## config.mk

```make
export PLATFORM = sky130hd
export DESIGN_NAME = sid_voice_mixer
export DESIGN_NICKNAME = d
export VERILOG_FILES = /design/src/rtl/sid_voice_mixer.sv
export SDC_FILE = /design/constraint.sdc
export NUM_CORES = 1
export LEC_CHECK = 0
export CAP_MARGIN = 10
export CELL_PAD_IN_SITES_DETAIL_PLACEMENT = 1
export CELL_PAD_IN_SITES_GLOBAL_PLACEMENT = 2
export CORE_MARGIN = 4
export CORE_UTILIZATION = 35
export CTS_CLUSTER_DIAMETER = 50
export DETAILED_ROUTE_END_ITERATION = 6
export GPL_TIMING_DRIVEN = 0
export PLACE_DENSITY = 0.87
export SLEW_MARGIN = 20
export SYNTH_ARGS = -nofsm -noshare
export SYNTH_HDL_FRONTEND = slang
export SYNTH_SLANG_ARGS = --single-unit
```

## constraint.sdc

```tcl
create_clock -name clk -period 16.2 [get_ports clk]
set_clock_uncertainty 0.05 [all_clocks]
set_input_delay 1.62 -clock clk [delete_from_list [all_inputs] [get_ports clk]]
set_output_delay 1.62 -clock clk [all_outputs]
set_load 0.1 [all_outputs]
```

## src/rtl/sid_voice_mixer.sv

```systemverilog
// Voice mixer: captures six time-multiplexed DCA samples, routes each to its chip's filter or
// direct sum, and publishes four registered sums with a one-clock strobe. Optional: SID_MIXER_MUTE_EN.
package sid;
   typedef logic [4:0]         cycle_t;
   typedef logic signed [21:0] s22_t;
endpackage

module sid_voice_mixer #(
   parameter int FIRST_SLOT = 8,
   parameter int OUT_BITS   = 24
) (
   input  logic                               clk,
   input  logic                               rst,
   input  sid::cycle_t                        cycle,
   input  sid::s22_t                          dca,
   input  logic [5:0]                         filt,
   input  logic [1:0]                         voice3off,
`ifdef SID_MIXER_MUTE_EN
   input  logic [5:0]                         mute,
`endif
   output logic signed [1:0][OUT_BITS-1:0]    filt_in,
   output logic signed [1:0][OUT_BITS-1:0]    direct,
   output logic                               mix_stb
);

   // mix_stb is a one-clock valid with no back-pressure: filt_in/direct are
   // stable from the strobe until the next strobe.
   logic [1:0][OUT_BITS-1:0] acc_filt_q, acc_filt_d;
   logic [1:0][OUT_BITS-1:0] acc_dir_q,  acc_dir_d;
   logic                     frame_q;

   int                       slot_int;
   logic                     active;
   logic [2:0]               slot;
   logic                     chip;
   logic [1:0]               vin;
   logic [OUT_BITS-1:0]      sample_ext;
   logic                     muted;
   logic                     to_filt;
   logic                     to_dir;
   logic                     first;
   logic                     publish;

   always_comb begin
      slot_int   = int'(cycle) - FIRST_SLOT;
      active     = (slot_int >= 0) && (slot_int <= 5);
      slot       = active ? slot_int[2:0] : 3'd0;
      chip       = (slot >= 3'd3);
      vin        = chip ? 2'(slot - 3'd3) : slot[1:0];
      sample_ext = {{(OUT_BITS-22){dca[21]}}, dca};
`ifdef SID_MIXER_MUTE_EN
      muted      = mute[slot];
`else
      muted      = 1'b0;
`endif
      to_filt    = filt[slot] && !muted;
      to_dir     = !filt[slot] && !((vin == 2'd2) && voice3off[chip]) && !muted;
      first      = (vin == 2'd0);
      publish    = active && (slot == 3'd5) && frame_q;

      acc_filt_d = acc_filt_q;
      acc_dir_d  = acc_dir_q;
      if (active) begin
         // The first voice of a chip loads rather than adds, so no clear cycle is needed.
         acc_filt_d[chip] = (first ? '0 : acc_filt_q[chip]) + (to_filt ? sample_ext : '0);
         acc_dir_d[chip]  = (first ? '0 : acc_dir_q[chip])  + (to_dir  ? sample_ext : '0);
      end
   end

   always_ff @(posedge clk) begin
      if (rst) begin
         acc_filt_q <= '0;
         acc_dir_q  <= '0;
         frame_q    <= 1'b0;
         filt_in    <= '0;
         direct     <= '0;
         mix_stb    <= 1'b0;
      end else begin
         acc_filt_q <= acc_filt_d;
         acc_dir_q  <= acc_dir_d;
         mix_stb    <= publish;
         if (active && (slot == 3'd0)) begin
            frame_q <= 1'b1;
         end else if (publish) begin
            frame_q <= 1'b0;
         end
         if (publish) begin
            filt_in <= acc_filt_d;
            direct  <= acc_dir_d;
         end
      end
   end

endmodule

```

Word level (Yosys, flattened, before mapping)
Cells that the tools add are included.
W data, S select, Z words.
{"block": "op_classes", "n_addsub": 4, "magnitude_cmp": 6, "eq_ne": 2, "n_mux": 22, "reduce_logical": 12}
{"operator": "$mux W24", "n": 9}
{"operator": "$bwmux W48", "n": 2}
{"operator": "$mux W48", "n": 2}
{"operator": "$add A24 B24 Y24", "n": 2}
{"operator": "$demux W24 S1", "n": 1}
{"operator": "$logic_and A1 B1 Y1", "n": 7}
{"operator": "$ge A6 B1 Y1 const B", "n": 1}
{"operator": "$le A6 B4 Y1 const B", "n": 1}
{"operator": "$sub A5 B4 Y6 const B", "n": 1}
{"operator": "$mux W1", "n": 5}
{"operator": "$lt A3 B4 Y1 const B", "n": 1}
{"operator": "$bmux W1 S3", "n": 1}
{"operator": "$eq A3 B3 Y1 const B", "n": 1}
{"operator": "$ge A3 B2 Y1 const B", "n": 1}
{"operator": "$logic_not A3 Y1", "n": 1}
{"operator": "$mux W3", "n": 1}
{"operator": "$eq A2 B2 Y1 const B", "n": 1}
{"operator": "$logic_not A1 Y1", "n": 2}
{"operator": "$logic_not A2 Y1", "n": 1}
{"operator": "$lt A1 B2 Y1 const B", "n": 1}
{"operator": "$mux W2", "n": 1}
{"operator": "$reduce_bool A2 Y1", "n": 1}
{"operator": "$sub A2 B2 Y2 const B", "n": 1}
{"operator": "$ge A1 B1 Y1 const B", "n": 1}
{"block": "word_totals", "regBits": 194, "inputBits": 37, "output_inout_bits": 97}

Depth between registers and ports, before layout
{"block": "logic_depth", "depth_word": 14, "mapped_depth": 25}

Least setup slack after synthesis
Ideal clock, no wire load.
{"block": "synth_path", "path_type": "input-to-reg", "start": "in cycle[3]", "end": "reg acc_filt_q[22] (netlist bit)", "setup_time_ps": 130, "t_arrival_ps": 6211, "required_ps": 16020, "path_slack_ps": 9808, "path_stages": 24, "n_path_buf": 3, "cell_sequence": "inv_1 > ha_1 > a41o_1 > nor2_1 > buf_6 > and2_1 > ha_1 > inv_1 > nor3_1 > a21oi_1 > o2bb2ai_1 > clkbuf_1 > buf_1 > a21oi_1 > ha_1 > fa_1 > a211oi_1 > nor2_1 > o211ai_1 > o2111ai_1 > a31o_2 > a21oi_1 > xor2_1 > o22ai_1"}
{"block": "synth_between", "elab_chain_len": 11}
{"item": "start: declaration", "line_no": "14", "source": "input sid::cycle_t cycle,"}
{"item": "$sub A5 B4 Y6 (*)", "line_no": "45", "source": "slot_int = int'(cycle) - FIRST_SLOT;"}
{"item": "$ge A6 B1 Y1 or $le A6 B4 Y1 (tied branches)", "line_no": "46", "source": "active = (slot_int >= 0) && (slot_int <= 5);"}
{"item": "$logic_and A1 B1 Y1 (*)", "line_no": "46"}
{"item": "$mux W3", "line_no": "47", "source": "slot = active ? slot_int[2:0] : 3'd0;"}
{"item": "$ge A3 B2 Y1 or $sub A2 B2 Y2 (tied branches)", "line_no": "48, 49"}
{"item": "$mux W24 (not written as such), or another cell as far along (2 in a row)", "line_no": "65", "source": "acc_filt_d[chip] = (first ? '0 : acc_filt_q[chip]) + (to_filt ? sample_ext : '0);"}
{"item": "$mux W24", "line_no": "65"}
{"item": "$add A24 B24 Y24 or $demux W24 S1 (tied branches)", "line_no": "65"}
{"item": "$bwmux W48", "line_no": "65"}
{"item": "$mux W48 (*)", "line_no": "63", "source": "if (active) begin"}
{"item": "end signal: assignment", "line_no": "79", "source": "acc_filt_q <= acc_filt_d;"}
{"item": "end: declaration", "line_no": "28", "source": "logic [1:0][OUT_BITS-1:0] acc_filt_q, acc_filt_d;"}
Mark *: on every way between the ends. The rest lies on a longest branch, timed or not. The select of a mux whose other input is x is not followed.
A chain may end at the register's enable or synchronous reset.

Final worst setup path
Same ends and word-level chain as after synthesis.

==> metrics.csv <==
stage,metric,value,unit
outcome,status,finished clean,
setup_path,timing.critical_path.buf_inv,6,
sta,setup_tns,0,ps
clock_network,clock_sink_count,194,
logic_synthesis,synthesis.nets,1363,
sta,finalMaxSlewViolations,0,
die,floorplan.io_pins,134,
flow_run,drv.max_cap_violation_count,0,
logic_synthesis,synth.ff_latch_count,194,
clock_network,clock_tree.root_cell,sky130_fd_sc_hd__clkbuf_16,
global_route,gr-total-overflow,0,
die,core,28200,um2
detailed_routing,detail_route.drc_violations,0,
sta,rsz_0062_raised_after_global_routing,false,
setup_path,crit_fanout,10,
global_route,grtUsageTotal,24.2,%
detailed_routing,vias,9883,
clock_network,cts-htree-levels,4,
power,cellPowerDensity,83.8,nW/um2
die,die_width,178,um
die,dieArea,31700,um2
setup_path,arrival,8380,ps
detailed_routing,drt.antenna.violating_nets,0,
clock_network,clockBufferDepth,2,
setup_path,timing.critical_path.slowest_cell_delay,640,ps
final_layout,insertedDiodeCount,0,
final_layout,mostFrequentLayoutCell,sky130_fd_sc_hd__nand2_1,
logic_synthesis,synth_cells,1273,
logic_synthesis,synthesis.area_per_instance,7.94,um2
setup_path,worst_path_dominant_cell_family,compound AO/OA/AOI/OAI gates,
die,die_height,178,um
final_layout,most-common-layout-cells,"sky130_fd_sc_hd__nand2_1 (234), sky130_fd_sc_hd__dfxtp_1 (194), sky130_fd_sc_hd__a21oi_1 (152), sky130_fd_sc_hd__nor2_1 (149), sky130_fd_sc_hd__clkdlybuf4s50_1 (132)",
logic_synthesis,synth_area,10100,um2
setup_path,cpMaxStageDelayCell,sky130_fd_sc_hd__buf_1,
final_layout,finish.net_count,1514,
detailed_routing,detail_route.iter0.violations,660,
setup_path,timing.setup.critical_path_class,input port to register,
logic_synthesis,synth.distinct_cells,63,
sta,post-route-period-util,50.2,%
final_layout,final_util,44.3,%
power,peakVddDrop,50.4,uV
clock_network,cts_tree,built,
detailed_routing,initial_drt_pass_iterations,5,
power,totalPowerFinal,1.04,mW
sta,count_of_endpoints_failing_hold_in_the_final_timing_report,0,
final_layout,fill_cells,3405,
clock_network,numCtsBuffers,17,
die,initial_utilization,35.9,%
global_route,grt_start_max_net_pins,20,
placed_design,detailed_place_hpwl,28700,um
logic_synthesis,count_of_warnings_emitted_by_yosys,0,
sta,final-setup-viol-count,0,
sta,max_clock_freq,123,MHz
detailed_routing,post_drt_wl_per_cell,21.1,um
final_layout,area_overhead_vs_synth,23.4,%
power,leakage,4.53,nW
detailed_routing,detail_route.wirelength,38200,um
sta,timing_worst_slew_pin_value,1100,ps
sta,timing.max_slew.rel_slack,25.8,%
clock_network,clk-insertion-delay-late,460,ps
setup_path,worstSetupEndpointType,register,
final_layout,stdcell_count,1815,
sta,finalCriticalPeriod,8130,ps
global_route,grt_antenna_before_repair,0,
global_route,grt_pass1_vias,10100,
global_route,first_pass_grt_wire_length,58800,um
logic_synthesis,ys_dominant_reg_cell,sky130_fd_sc_hd__dfxtp_1,
final_layout,post_route_cells_drive_above_1_share,5.08,%
clock_network,cts_hold_buffers_added,0,
hold_path,min-delay-path-class,register to register,
logic_synthesis,postSynth.asyncResetShare,0,%
clock_network,path_clk_slew,80,ps
logic_synthesis,synth_seq_area_share,38.4,%
placed_design,place.port_buffers,132,
setup_path,required,16450,ps
clock_network,post_cts_buffers,0,
setup_path,cp-start-kind,input port,
logic_synthesis,synth_enable_flop_cells,0,
placed_design,gp_congestion,0.901,
clock_network,cts-resized-gates,0,
placed_design,post-place-cells,1783,
die,rows,61,
detailed_routing,vias_per_cell,5.45,
[flip-flops by register name, indices dropped and copies added (netlist names)]
signal,cells
acc_dir_q,48
filt_in,48
mix_stb,1
acc_filt_q,48
frame_q,1
direct,48
[Yosys cell counts, types with 6 or more instances]
cell / n / area share, %
sky130_fd_sc_hd__and2_1: 47 / 2.9
sky130_fd_sc_hd__buf_2: 19 / 0.94
sky130_fd_sc_hd__o21a_1: 8 / 0.59
sky130_fd_sc_hd__xnor2_1: 24 / 2.1
sky130_fd_sc_hd__o21ai_0: 30 / 1.5
sky130_fd_sc_hd__o21bai_1: 6 / 0.45
sky130_fd_sc_hd__a21oi_1: 152 / 7.5
sky130_fd_sc_hd__nand3_1: 26 / 1.3
sky130_fd_sc_hd__o21ai_1: 8 / 0.40
sky130_fd_sc_hd__nor3_1: 14 / 0.69
sky130_fd_sc_hd__nand4_1: 6 / 0.37
sky130_fd_sc_hd__o211ai_1: 7 / 0.52
sky130_fd_sc_hd__xor2_1: 17 / 1.5
sky130_fd_sc_hd__inv_1: 13 / 0.48
sky130_fd_sc_hd__mux2i_1: 45 / 4.5
sky130_fd_sc_hd__buf_1: 9 / 0.33
sky130_fd_sc_hd__ha_1: 51 / 6.3
sky130_fd_sc_hd__dfxtp_1: 194 / 38
sky130_fd_sc_hd__a211oi_1: 64 / 4.8
sky130_fd_sc_hd__clkbuf_1: 48 / 1.8
sky130_fd_sc_hd__a21o_1: 18 / 1.3
sky130_fd_sc_hd__nand2_1: 234 / 8.7
sky130_fd_sc_hd__nand2b_1: 8 / 0.50
sky130_fd_sc_hd__o22ai_1: 13 / 0.80
sky130_fd_sc_hd__nor2_1: 149 / 5.5
[worst min-delay path, cell delays in order, from the launching register on]
cell and delay (ps):
sky130_fd_sc_hd__dfxtp_1 310, sky130_fd_sc_hd__nand2_1 50, sky130_fd_sc_hd__a21oi_1 50
[path summary, 6_finish.rpt]
path / to / cells past startpoint / slack, ps / startpoint
setup / recovery: acc_filt_q[22] / 25 / 8070 / cycle[3]
hold / removal: direct[9] / 2 / 410 / direct[9]
setup reg to reg: acc_dir_q[46] / 12 / 12550 / acc_dir_q[24]
hold reg to reg: direct[9] / 2 / 410 / direct[9]
[power breakdown]
group          internal (mW)  switching (mW)  leakage [nW]
clock network          0.205           0.222         0.276
logic                 0.0421          0.0869          2.69
registers              0.483         0.00462          1.57
total                  0.731           0.314          4.53
[cells by family after synthesis]
kind of cell	count (synthesis)	synth area share, %
AO/OA/AOI/OAI	336	20.9
flip-flops	194	38.4
adder cells (fa/ha/maj)	53	6.71
buffers and inverters	97	4.17
AND/OR/NAND/NOR	505	21.6
multiplexers	47	4.68
XOR/XNOR	41	3.55
[routing by layer]
metal / part of all wire [%] / up-vias / track usage (%) / wire (um)
li1: - / 4722 / - / -
met3: 5.3 / 47 / 3.22 / 2030
met4: 2.2 / 0 / 6.99 / 841
met2: 45 / 298 / 39.1 / 17300
met5: 0 / - / 0 / 0
met1: 47 / 4816 / 33.8 / 18000
[metrics by stage]
stage	hold WS, ps	instance area, um2	setup WS, ps
after floorplan	387	10100	9810
after global placement	392	11900	7870
after detailed placement	399	11900	7760
after CTS	409	12500	8160
after global routing	430	12500	7500
final	406	12500	8070
[cell type report]
cell class	instances	area [um2]	share of cell area (%)
clock buffers	18	429	3.44
flip-flops and latches	194	3880	31.2
repair buffers	132	1320	10.6
inverters	14	52.6	0.422
clock inverters	14	138	1.10
well taps	378	473	3.79
plain buffers	83	369	2.96
multi-input cells	982	5800	46.5
No activity file was read; power rests on OpenSTA's default activity.
